--- config.mk ---
export PLATFORM = sky130hd
export DESIGN_NAME = rx_frame_sync
export DESIGN_NICKNAME = d
export VERILOG_FILES = /design/src/rtl/rx_frame_sync.sv
export SDC_FILE = /design/constraint.sdc
export NUM_CORES = 1
export LEC_CHECK = 0
export CAP_MARGIN = 30
export CORE_MARGIN = 2
export CORE_UTILIZATION = 52
export DETAILED_ROUTE_END_ITERATION = 7
export PLACE_DENSITY = 0.75
export SLEW_MARGIN = 20
export SYNTH_ARGS = -nofsm -noshare
export SYNTH_HDL_FRONTEND = slang
export SYNTH_SLANG_ARGS = --single-unit
export TNS_END_PERCENT = 30
--- constraint.sdc ---
create_clock -name clk -period 6.6 [get_ports clk]
set_input_delay 1.32 -clock clk [delete_from_list [all_inputs] [get_ports clk]]
set_output_delay 1.32 -clock clk [all_outputs]
set_load 0.05 [all_outputs]
--- src/rtl/rx_frame_sync.sv ---
// Frame synchroniser: hunts for a sync word after preamble detect, then de-frames length + payload bytes.
// Optional macro RX_FS_INVERT_EN adds an inverted-polarity sync comparator to resolve BPSK 180-degree ambiguity.
module rx_frame_sync #(
    parameter int                    SYNC_WIDTH    = 32,
    parameter logic [SYNC_WIDTH-1:0] SYNC_WORD     = 32'h1ACFFC1D,
    parameter int                    TIMEOUT_WIDTH = 16
) (
    input  logic                     clk,
    input  logic                     rst,
    input  logic [3:0]               RX_FS_MAX_ERR,
    input  logic [TIMEOUT_WIDTH-1:0] RX_FS_TIMEOUT,
    input  logic                     BPSK,
    input  logic                     PD_flag,
    output logic                     sync_found,
    output logic                     inverted,
    output logic [7:0]               frame_len,
    output logic [7:0]               data_out,
    output logic                     data_valid,
    output logic                     packet_done,
    output logic                     frame_err
);

    typedef enum logic [2:0] {IDLE, HUNT, LEN, DATA, DONE} state_t;

    state_t                   state, state_nxt;
    logic [SYNC_WIDTH-1:0]    sreg, next_sreg;
    logic [TIMEOUT_WIDTH-1:0] to_cnt;
    logic [2:0]               bit_cnt;
    logic [7:0]               byte_cnt;
    logic [7:0]               byte_sh, sh_nxt;
    logic                     polarity;
    logic                     match_true, match_inv;
    logic                     sync_hit, timeout_hit, abort_hit, len_hit, byte_hit, done_hit;

    function automatic logic [5:0] popcount(input logic [SYNC_WIDTH-1:0] v);
        logic [5:0] n;
        n = '0;
        for (int i = 0; i < SYNC_WIDTH; i++) n = n + {5'd0, v[i]};
        return n;
    endfunction

    assign next_sreg  = {sreg[SYNC_WIDTH-2:0], BPSK};
    assign sh_nxt     = {byte_sh[6:0], BPSK ^ polarity};
    assign match_true = popcount(next_sreg ^ SYNC_WORD) <= {2'b00, RX_FS_MAX_ERR};

`ifdef RX_FS_INVERT_EN
    assign match_inv = popcount(next_sreg ^ ~SYNC_WORD) <= {2'b00, RX_FS_MAX_ERR};

    // Polarity is latched at sync acceptance; true polarity wins a tie.
    always_ff @(posedge clk) begin
        if (rst) begin
            polarity <= 1'b0;
            inverted <= 1'b0;
        end else if (sync_hit) begin
            polarity <= !match_true;
            inverted <= !match_true;
        end
    end
`else
    assign match_inv = 1'b0;
    assign polarity  = 1'b0;
    assign inverted  = 1'b0;
`endif

    always_ff @(posedge clk) begin
        if (rst) state <= IDLE;
        else     state <= state_nxt;
    end

    // Priority inside each active state: abort, then sync match, then timeout.
    always_comb begin
        state_nxt   = state;
        sync_hit    = 1'b0;
        timeout_hit = 1'b0;
        abort_hit   = 1'b0;
        len_hit     = 1'b0;
        byte_hit    = 1'b0;
        done_hit    = 1'b0;
        case (state)
            IDLE: if (PD_flag) state_nxt = HUNT;
            HUNT: begin
                if (!PD_flag) begin
                    abort_hit = 1'b1;
                    state_nxt = IDLE;
                end else if (match_true || match_inv) begin
                    sync_hit  = 1'b1;
                    state_nxt = LEN;
                end else if ((RX_FS_TIMEOUT != '0) && (to_cnt == RX_FS_TIMEOUT)) begin
                    timeout_hit = 1'b1;
                    state_nxt   = DONE;
                end
            end
            LEN: begin
                if (!PD_flag) begin
                    abort_hit = 1'b1;
                    state_nxt = IDLE;
                end else if (bit_cnt == 3'd7) begin
                    len_hit   = 1'b1;
                    state_nxt = (sh_nxt == 8'd0) ? DONE : DATA;
                end
            end
            DATA: begin
                if (!PD_flag) begin
                    abort_hit = 1'b1;
                    state_nxt = IDLE;
                end else if (bit_cnt == 3'd7) begin
                    byte_hit = 1'b1;
                    if (byte_cnt + 8'd1 == frame_len) state_nxt = DONE;
                end
            end
            DONE: begin
                done_hit  = 1'b1;
                state_nxt = IDLE;
            end
            default: state_nxt = IDLE;
        endcase
    end

    always_ff @(posedge clk) begin
        if (rst) begin
            sreg        <= '0;
            to_cnt      <= '0;
            bit_cnt     <= '0;
            byte_cnt    <= '0;
            byte_sh     <= '0;
            frame_len   <= '0;
            data_out    <= '0;
            sync_found  <= 1'b0;
            data_valid  <= 1'b0;
            packet_done <= 1'b0;
            frame_err   <= 1'b0;
        end else begin
            sync_found  <= sync_hit;
            data_valid  <= byte_hit;
            packet_done <= done_hit;
            frame_err   <= abort_hit | timeout_hit;
            case (state)
                IDLE: begin
                    sreg     <= '0;
                    to_cnt   <= '0;
                    bit_cnt  <= '0;
                    byte_cnt <= '0;
                end
                HUNT: begin
                    sreg    <= next_sreg;
                    to_cnt  <= to_cnt + 1'b1;
                    bit_cnt <= '0;
                end
                LEN, DATA: begin
                    if (PD_flag) begin
                        byte_sh <= sh_nxt;
                        bit_cnt <= bit_cnt + 3'd1;
                    end
                    if (len_hit) begin
                        frame_len <= sh_nxt;
                        byte_cnt  <= '0;
                    end
                    if (byte_hit) begin
                        data_out <= sh_nxt;
                        byte_cnt <= byte_cnt + 8'd1;
                    end
                end
                default: ;
            endcase
        end
    end

endmodule

Word level (Yosys, flattened, before mapping):

Index checks and enable logic that the tools add are counted.
W data, S select, Z words.

* bits in registers: 88
* latch bits: 0
* RAM bits: 0
* memory bits (read-only): 0
* input bits: 24
* output and inout port bits: 21
* logic and storage cells: 112
* memories kept: 0

* $add $sub $neg: 34
* multiply operators: 0
* divide/modulo/power cells: 0
* magnitude comparators: 1
* eq/ne operators: 14
* shift-type cells: 0
* multiplexer cells: 30
* bitwise logic cells: 4
* reductions and logical operators: 17

Operators by type and width (number)
* $add A6 B1 Y6: 26
* $pmux W31 S2: 1
* $mux W3: 11
* $pmux W16 S2: 1
* $not A19 Y19: 1
* $add A16 B1 Y16 const B: 1
* $eq A16 B16 Y1: 1
* $mux W8: 2
* $pmux W8 S2: 1
* $reduce_bool A16 Y1: 1
* $mux W1: 12
* $ne A3 B3 Y1 const B: 4
* $pmux W3 S4: 1
* $reduce_and A2 Y1: 5
* $add A8 B1 Y8 const B: 1
* $eq A8 B8 Y1: 1
* $logic_not A8 Y1: 1
* $add A5 B1 Y6: 1
* $eq A3 B2 Y1 const B: 2
* $eq A3 B3 Y1 const B: 2
* $le A6 B4 Y1: 1
* $pmux W3 S2: 1
* $reduce_bool A2 Y1: 3
* $reduce_or A3 Y1: 2
* other kinds (14): 17

Longest topological paths before layout:

Gate-level depths: netlist (run 1).

* depth in word-level cells: 37
* depth in mapped cells: 22
* depth with buffers taken out: 22

Worst setup path after synthesis (run 1):

OpenSTA, ideal clock, no wires.

* kind: input-to-reg
* start: input BPSK
* end: register state[2]
* setup time: 103 ps
* arrival: 6277 ps
* required time: 6497 ps
* path slack: 220 ps
* stages: 20
* path buffers: 0
* cells stage by stage: fa_1 > fa_1 > fa_1 > inv_1 > fa_1 > fa_1 > inv_1 > fa_1 > inv_1 > ha_1 > inv_1 > fa_1 > inv_1 > ha_1 > nor2b_1 > o21ai_0 > a21oi_1 > a21oi_1 > o31ai_1 > a2111oi_2

* longest elaborated chain between the ends: 36
* elaborated cells between the ends (all ways): 42
* those cells by class: add/sub (31); order compare (1); eq/ne (1); mux (6); bitwise (1); reduce/logical (2)

Ends and longest elaborated chain
* from (decl): line 12 `input logic BPSK,`
* $not A19 Y19 (no line)
* $add A1 B1 Y2: line 38 `for (int i = 0; i < SYNC_WIDTH; i++) n = n + {5'd0, v[i]};`
* $add A2 B1 Y3: line 38
* $add A3 B1 Y4: line 38
* $add A4 B1 Y5: line 38
* $add A5 B1 Y6: line 38
* $add A6 B1 Y6 (26 in series): line 38
* $le A6 B4 Y1: line 44 `assign match_true = popcount(next_sreg ^ SYNC_WORD) <= {2'b00, RX_FS_MAX_ERR};`
* $mux W3: line 85 `end else if (match_true || match_inv) begin`
* $mux W3: line 82 `if (!PD_flag) begin`
* $pmux W3 S4: line 79 `case (state)`
* to (signal assigned): line 67 `else state <= state_nxt;`
* to (decl): line 25 `state_t state, state_nxt;`

Several ways; a longest one is shown, not always the timed one. The select of a mux whose other input is x is not followed.
A chain may end at the register's enable or synchronous reset.

Worst setup path in the final report (run 1):

Same ends and word-level chain as after synthesis.

==> impl_results.md, run 1 <==
* CTS Root Cell: clkbuf_8
* First-pass GRT wire length at between 15000 and 20000 um
* GRT Total Usage at 22.6%
* Layout area overhead at 13.9%
* Port bufs at 43
* Final nets at 705
* Routability cong. at 0.825
* HP Class: reg2reg
* Critical path origin: BPSK
* Leak at ~2.1 nW
* Yosys reg bits at 88
* Core ar. at 9330 um2
* Hold Buf Count CTS at 0
* Final wirelength at 11300 um
* Min Hold Slack at 0.463 ns
* Max Cap Violations at 0
* Drt pass-1 iters at 5
* CTS H-tree lvls at 3
* Top cells by area, synth: dfxtp_1, fa_1, a21oi_1, nand2_1, nand3_1
* Peak supply drop at 108 uV
* Largest net degree at the start of global routing at 64
* Worst EP arrival at roughly 6.7 ns
* Mapped Nets at 682
* Most frequent cell after synthesis: nand2_1
* Vias in the first global route at roughly 4000
* Pre-CTS setup slack at -0.550 ns
* Share of layout cells above drive strength 1 at 7.26%
* Chip Width at 102 um
* Crit path launch type: input pin
* HP Start: data_out[7]
* Initial antenna violation count at 0
* Routed wire length per instance at 14.5 um
* Register area share after synthesis at 35.0%
* EDFF count, synth at 0
* Site row count at 35
* Final worst slack at a little under 0.2 ns
* DIE AREA at 10500 um2
* WS Path Type: in2reg
* Fin. Hold Viols at 0
* Fin util at approximately three fifths
* CTS tree: built
* Die height at approximately 100 um
* Minimum clock period at 6.41 ns
* Fin. max-slew vios at 0
* Post-synth top cells: nand2_1, dfxtp_1, a21oi_1
* CP top delay family: adder cells
* Fmax at ~160 MHz
* Placement Cell Area at 5460 um2
* Antenna Diode Count at 0
* Crit. End Element: flop
* Distinct cells, synth at 59
* Via count at 4300
* Mean Syn Cell Area at ~8.1 um2
* # DRC at 0
* Max-slew headroom at 39.6%
* Initial Utilization at between 50% and 60%
* Synthesized instance count at roughly 620
* Antenna-violating nets left at 0
* Synth warn at 0
* Initial DRC count at 306
* RR Startpoint: sreg[9]
* GRT overflow at 0
* Yosys top cell area share at 35.0%
* Period Utilization, post-route at 97.1%
* Final Instance Area at roughly 5700 um2
* Slowest cell on crit path: fa_1
* Post-detail-place hpwl at 7970 um
* Post-Syn Area at 5030 um2
* Buf/Inv on CP at 7
* Maximum clock insertion buffer count at 2
* Status: finished, final reports clean
* CP max FO at 3
* Reg clk slew, reported paths at 0.09 ns
* Final setup fails at 0
* Sink Count at 88
* Area leader, netlist: dfxtp_1
* Required @ worst endpoint at 6.87 ns
* Dpl cells at 758
* Worst Skew at 0.00668 ns
* Primary FF master, synth: dfxtp_1
* Slew of the pin with the lowest slew margin at 0.904 ns
* Crit-path max cell delay at approximately 0.52 ns
* CTS Buf Count at 9
* Final Non-Filler Cells at 776
* Final Total Pwr at 1.06 mW
* Synth async-reset ratio at 0%
* Sequence of cells on the critical path: clkbuf_2 > fa_1 > fa_2 > fa_1 > inv_1 > fa_1 > fa_1 > inv_1 > fa_1 > inv_1 > ha_2 > inv_1 > fa_2 > inv_1 > ha_4 > nor2b_4 > o21ai_0 > a21oi_1 > a21oi_2 > buf_4 > o32a_1 > a2111oi_4
* Clk Latency, worst-skew pair at 0.36 ns
* DR vias/cell at 5.54
* Pwr dens at 185 nW/um2
* Ports at 45
* Fin Setup TNS at 0 ns
[flip-flops by register name (all words and copies together), names as in the netlist]
name         cells
frame_err        1
packet_done      1
data_valid       1
sreg            31
data_out         8
byte_sh          7
frame_len        8
byte_cnt         8
state            3
bit_cnt          3
sync_found       1
to_cnt          16
[repair_timing]
action | 4_1_cts | 5_1_grt
resized for setup | 3 | 8
gates cloned | 0 | 0
setup buffers | 0 | 2
pin swaps | 0 | 10
setup endpoints to repair | 4 | 3
[path summary, 6_finish.rpt]
path,end,slack [ns],cells past startpoint
setup reg to reg,state[2],0.67,20
setup / recovery,state[2],0.19,22
hold reg to reg,data_out[7],0.46,2
hold / removal,data_out[7],0.46,2
[power by group]
group / internal (mW) / switching [mW]
Combinational: 0.0557 / 0.0740
Sequential: 0.533 / 0.00262
Clock: 0.198 / 0.199
Total: 0.786 / 0.275
[cell usage in the layout (no fill, tap or decap), types with 16 or more instances in the layout]
cell type,instances
clkdlybuf4s50_1,41
nand2_1,96
a21oi_1,73
nor2_1,25
o21ai_0,29
fa_1,22
nand3_1,51
xnor2_1,16
dfxtp_1,87
inv_1,56
[per-layer routing]
metal / routed length (um) / vias up / global-route usage, % / share of wire (%)
met5: 0 / - / 0 / 0
met4: 173 / 0 / 6.56 / 1.5
met3: 522 / 14 / 4.38 / 4.6
met2: 5370 / 96 / 36.5 / 48
met1: 5210 / 2054 / 31.0 / 46
li1: - / 2136 / - / -
[cells by family (layout without fill, tap and decap cells)]
logic type                 count (synthesis)  after routing  synth area share [%]
DFF                                       88             88                  35.0
adders and majority gates                 39             39                  13.3
other                                      1              1                0.0746
AOI/OAI and AO/OA                        134            134                  15.2
buffers and inverters                     97            125                  8.76
xor gates and xnor gates                  30             30                  5.22
muxes                                      5              5                  1.02
and+or+nand+nor                          225            225                  21.4
[worst register-to-register path: stages, from the launching register on]
cell and delay [ns]:
dfxtp_1 0.37, inv_1 0.07, fa_1 0.53, inv_1 0.05, fa_1 0.41, fa_1 0.58, fa_1 0.45, fa_1 0.57
fa_1 0.44, buf_4 0.15, buf_4 0.13, fa_2 0.56, inv_1 0.07, ha_4 0.27, nor2b_4 0.12, o21ai_0 0.07
a21oi_1 0.16, a21oi_2 0.07, buf_4 0.14, o32a_1 0.36, a2111oi_4 0.26
[cell type report]
type | instances | area, um2
Clock buffer | 11 | 151
Clock inverter | 5 | 62.6
Fill cell | 834 | 3600
Inverter | 56 | 210
Multi-Input combinational cell | 434 | 2880
Sequential cell | 88 | 1760
Tap cell | 129 | 161
Timing Repair Buffer | 53 | 495
(Power assumes the default switching activity.)
==> run 2: changes to the inputs <==
--- a/config.mk
+++ b/config.mk
@@ -7,9 +7,9 @@
 export LEC_CHECK = 0
 export CAP_MARGIN = 30
 export CORE_MARGIN = 2
-export CORE_UTILIZATION = 52
+export CORE_UTILIZATION = 50
 export DETAILED_ROUTE_END_ITERATION = 7
-export PLACE_DENSITY = 0.75
+export PLACE_DENSITY = 0.73
 export SLEW_MARGIN = 20
 export SYNTH_ARGS = -nofsm -noshare
 export SYNTH_HDL_FRONTEND = slang
==> impl_results.md, run 2 (same netlist as run 1, synthesis figures left out) <==
* Status: finished, final reports clean
* Final setup fails at 0
* Initial DRC count at 200
* Max Cap Violations at 0
* Via count at 4276
* Drt pass-1 iters at 4
* Peak supply drop at 126 uV
* Fmax at between 150 and 200 MHz
* CTS Root Cell: clkbuf_8
* CTS Buf Count at 9
* Reg clk slew, reported paths at 0.09 ns
* CP max FO at 4
* Most frequent cells in the layout: nand2_1, dfxtp_1, a21oi_1
* Leak at 2.10 nW
* CTS tree: built
* GRT overflow at 0
* WS Path Type: in2reg
* Fin Setup TNS at 0 ns
* Final Total Pwr at 1.06 mW
* Clk Latency, worst-skew pair at 0.36 ns
* Chip Width at 104 um
* Maximum clock insertion buffer count at 2
* Pre-CTS setup slack at -0.578 ns
* Placement Cell Area at 5480 um2
* Dpl cells at 762
* Final nets at 704
* First-pass GRT wire length at 19500 um
* Max-slew headroom at 42.1%
* Antenna-violating nets left at 0
* Final wirelength at 11200 um
* Period Utilization, post-route at 95.9%
* Routability cong. at 0.837
* Antenna Diode Count at 0
* Worst EP arrival at 6.60 ns
* GRT Total Usage at 21.5%
* Minimum clock period at 6.33 ns
* Vias in the first global route at 4080
* Layout area overhead at 13.9%
* Most common cell after layout, fill and taps aside: nand2_1
* Crit. End Element: flop
* CTS H-tree lvls at 3
* DIE AREA at 10900 um2
* Biggest regs: sreg: 31 flops, to_cnt: 16 flops
* DR vias/cell at 5.49
* Die height at around 100 um
* Hold depth at 2
* Routed wire length per instance at 14.4 um
* M1 wire length at ~5200 um
* Highest metal used: met4
* Port bufs at 43
* Final worst slack at 0.270 ns
* Fin. Hold Viols at 0
* Site row count at 36
* Post-detail-place hpwl at 7880 um
* Core ar. at 9770 um2
* Pwr dens at between 150 and 200 nW/um2
* Share of layout cells above drive strength 1 at 7.28%
* RSZ-0062 raised after global routing: false
* Final Non-Filler Cells at about 780
* Worst Skew at 0.0169 ns
* WL met3 at 388 um
* Met2 routed WL at 5490 um
* Initial Utilization at 51.5%
* Reg with most FFs: sreg
* Ports at 45
* Largest register FFs at 31
* Fin. max-slew vios at 0
* Required @ worst endpoint at 6.87 ns
* HP Class: reg2reg
* Largest net degree at the start of global routing at 53
* Sink Count at 88
* # DRC at 0
* Final Instance Area at 5730 um2
* Slew of the pin with the lowest slew margin at a little under 0.9 ns
* Crit path launch type: input pin
* FF-to-FF path depth at 23
* Initial antenna violation count at 0
-- run 2: routing by layer --
metal,track usage [%],vias to the layer above
met4,5.89,0
met5,0,-
met3,4.20,8
met1,29.5,2049
met2,34.5,76
li1,-,2143
-- run 2: path summary, 6_finish.rpt --
| check | endpoint | startpoint | slack [ns] |
|---|---|---|---|
| setup / recovery | state[2] | BPSK | 0.27 |
| hold / removal | data_out[5] | data_out[5] | 0.46 |
| setup reg to reg | state[2] | sreg[9] | 0.85 |
| hold reg to reg | data_out[5] | data_out[5] | 0.46 |
-- run 2: power by group --
part           switching [mW]  leakage [nW]  internal (mW)
sequential            0.00700         0.709          0.533
combinational          0.0694          1.29         0.0553
clock                   0.200         0.107          0.197
total                   0.276          2.10          0.785
-- run 2: critical path, cell delays in order --
cell and delay, ns:
clkbuf_2 0.11, fa_1 0.55, fa_2 0.44, fa_1 0.53, inv_2 0.04, fa_1 0.45, fa_1 0.49, inv_1 0.05
fa_1 0.42, inv_1 0.06, ha_2 0.16, inv_1 0.05, fa_2 0.51, inv_1 0.06, ha_4 0.26, nor2b_4 0.12
o21ai_1 0.07, a21oi_2 0.14, a21oi_2 0.07, buf_4 0.14, o32a_1 0.29, a2111oi_2 0.26
-- run 2: stage by stage --
| step | utilization [%] | hold WS (ns) |
|---|---|---|
| global placement | 55.8 | 0.446 |
| global route | 58.6 | 0.480 |
| floorplan | - | 0.442 |
| CTS | 58.2 | 0.461 |
| detailed placement | 56.1 | 0.449 |
| finish | 58.6 | 0.458 |
-- run 2: timing repair --
item | 4_1_cts | 5_1_grt
pin swaps | 0 | 9
resized for setup | 3 | 11
setup endpoints to repair | 4 | 4
buffers inserted | 0 | 1
hold buffers | 0 | 0
cloned | 0 | 0
-- run 2: area by class of cell --
cell class                      instances  area (um2)
Clock inverter                          4        52.6
Multi-Input combinational cell        434        2870
Timing Repair Buffer                   52         508
Fill cell                             904        4050
Tap cell                              133         166
Clock buffer                           12         155
Sequential cell                        88        1760
Inverter                               56         210
==> RTL edit: new RTL, settings of run 1 <==
Set the parameter `SYNC_WIDTH` to 36 (it was 32).
--- a/src/rtl/rx_frame_sync.sv
+++ b/src/rtl/rx_frame_sync.sv
@@ -2,5 +2,5 @@
 // Optional macro RX_FS_INVERT_EN adds an inverted-polarity sync comparator to resolve BPSK 180-degree ambiguity.
 module rx_frame_sync #(
-    parameter int                    SYNC_WIDTH    = 32,
+    parameter int                    SYNC_WIDTH    = 36,
     parameter logic [SYNC_WIDTH-1:0] SYNC_WORD     = 32'h1ACFFC1D,
     parameter int                    TIMEOUT_WIDTH = 16
Behaviour: same outputs for any inputs over 4 cycles, from zero or initial values and one cycle with rst high; that may be too few to reach the edited logic, so the function may still have changed.
==> RTL edit against run 1 <==
Final area is 3.3% higher; maximum frequency is 0.35% higher; sequential cell count grew 4; area after synthesis grew 2.2%; setup slack better by 22 ps; non-clock buffer count up 5; power decreased by 7.8%; final cell count up 0.13%; sequential power increased by 4.7%; synthesized cell count shrank 1.6%; sequential share of layout area increased by 0.35 points; routed wire length is 1.8% lower; largest cell class unchanged.
==> RTL edit: results (changes against run 1) <==
{
  "switching_power": {"value": 0.000245, "unit": "W", "change": "was 0.000275 W"},
  "layout-drive-gt1-share": {"value": 8.70, "unit": "%", "change": "was 7.26%"},
  "outcome": {"value": "complete, no violations", "change": "unchanged"},
  "grt_usage": {"value": 22.1, "unit": "%", "change": "was 22.6%"},
  "clkbuf_count": {"value": 10, "change": "was 11"},
  "areaGrowthSynthToFinish": {"value": 15.1, "unit": "%", "change": "was 13.9%"},
  "grt_pass1_vias": {"value": 4020, "change": "was 4004"},
  "grt_start_max_net_pins": {"value": 85, "change": "was 64"},
  "design.final.nets": {"value": 708, "change": "was 705"},
  "seq_area": {"value": 1840, "unit": "um2", "change": "was 1760 um2"},
  "count_of_buffers_added_by_post_cts_timing_repair_for_setup": {"value": 1, "change": "was 0"},
  "synthesis.instances": {"value": 609, "change": "was 619"},
  "pre_cts_slack": {"value": -745, "unit": "ps", "change": "was -550 ps"},
  "timing.critical_path.arrival": {"value": 6640, "unit": "ps", "change": "was 6680 ps"},
  "fin_cells": {"value": 777, "change": "was 776"},
  "largest_registers": {"value": "sreg (35), to_cnt (16)", "change": "was sreg (31), to_cnt (16)"},
  "hold_path.startpoint": {"value": "sreg[34]$_SDFFE_PP0P_", "change": "was data_out[7]$_SDFFE_PP0P_"},
  "num-multi-input-gates": {"value": 419, "change": "was 434"},
  "synth.mux.area_fraction": {"value": 3.99, "unit": "%", "change": "was 1.02%"},
  "syn_nets": {"value": 677, "change": "was 682"},
  "critical_path_s_slowest_cell": {"value": "sky130_fd_sc_hd__fa_2", "change": "was sky130_fd_sc_hd__fa_1"},
  "number_of_drc_markers_in_iteration_0": {"value": 174, "change": "was 306"},
  "routabilityCongestion": {"value": 0.846, "change": "was 0.825"},
  "power.ir.vdd_worst": {"value": 0.000139, "unit": "V", "change": "was 0.000108 V"},
  "min_delay_worst_endpoint": {"value": "sreg[34]$_SDFFE_PP0P_", "change": "was data_out[7]$_SDFFE_PP0P_"},
  "dp.final_hpwl": {"value": 7.93, "unit": "mm", "change": "was 7.97 mm"},
  "power.static_leakage": {"value": 2.26, "unit": "nW", "change": "was 2.10 nW"},
  "reg2regPathDepth": {"value": 22, "change": "was 20"},
  "synth-adder-area-share": {"value": 14.8, "unit": "%", "change": "was 13.3%"}
}
==> RTL edit: logic make-up after synthesis <==
logic type | Yosys count
AOI/OAI and AO/OA | 104
xor gates and xnor gates | 35
adders and majority gates | 44
buffers and inverters | 98
DFF | 92
muxes | 20
other | 1
and+or+nand+nor | 215
==> RTL edit: worst max-delay path, delay by kind of cell <==
kind | cells | cell delay (ps)
AO/OA/AOI/OAI | 6 | 1080
AND/OR/NAND/NOR | 1 | 70
multiplexers | 1 | 290
XOR/XNOR | 1 | 140
buffers and inverters | 6 | 340
adder cells (fa/ha/maj) | 8 | 3420
==> RTL edit: layer usage <==
metal / GRT usage (%) / share of wire [%] / vias up
met2: 35.5 / 48 / 76
met4: 6.78 / 1.4 / 0
li1: - / - / 2107
met5: 0 / 0 / -
met1: 30.0 / 47 / 2011
met3: 4.57 / 3.6 / 13
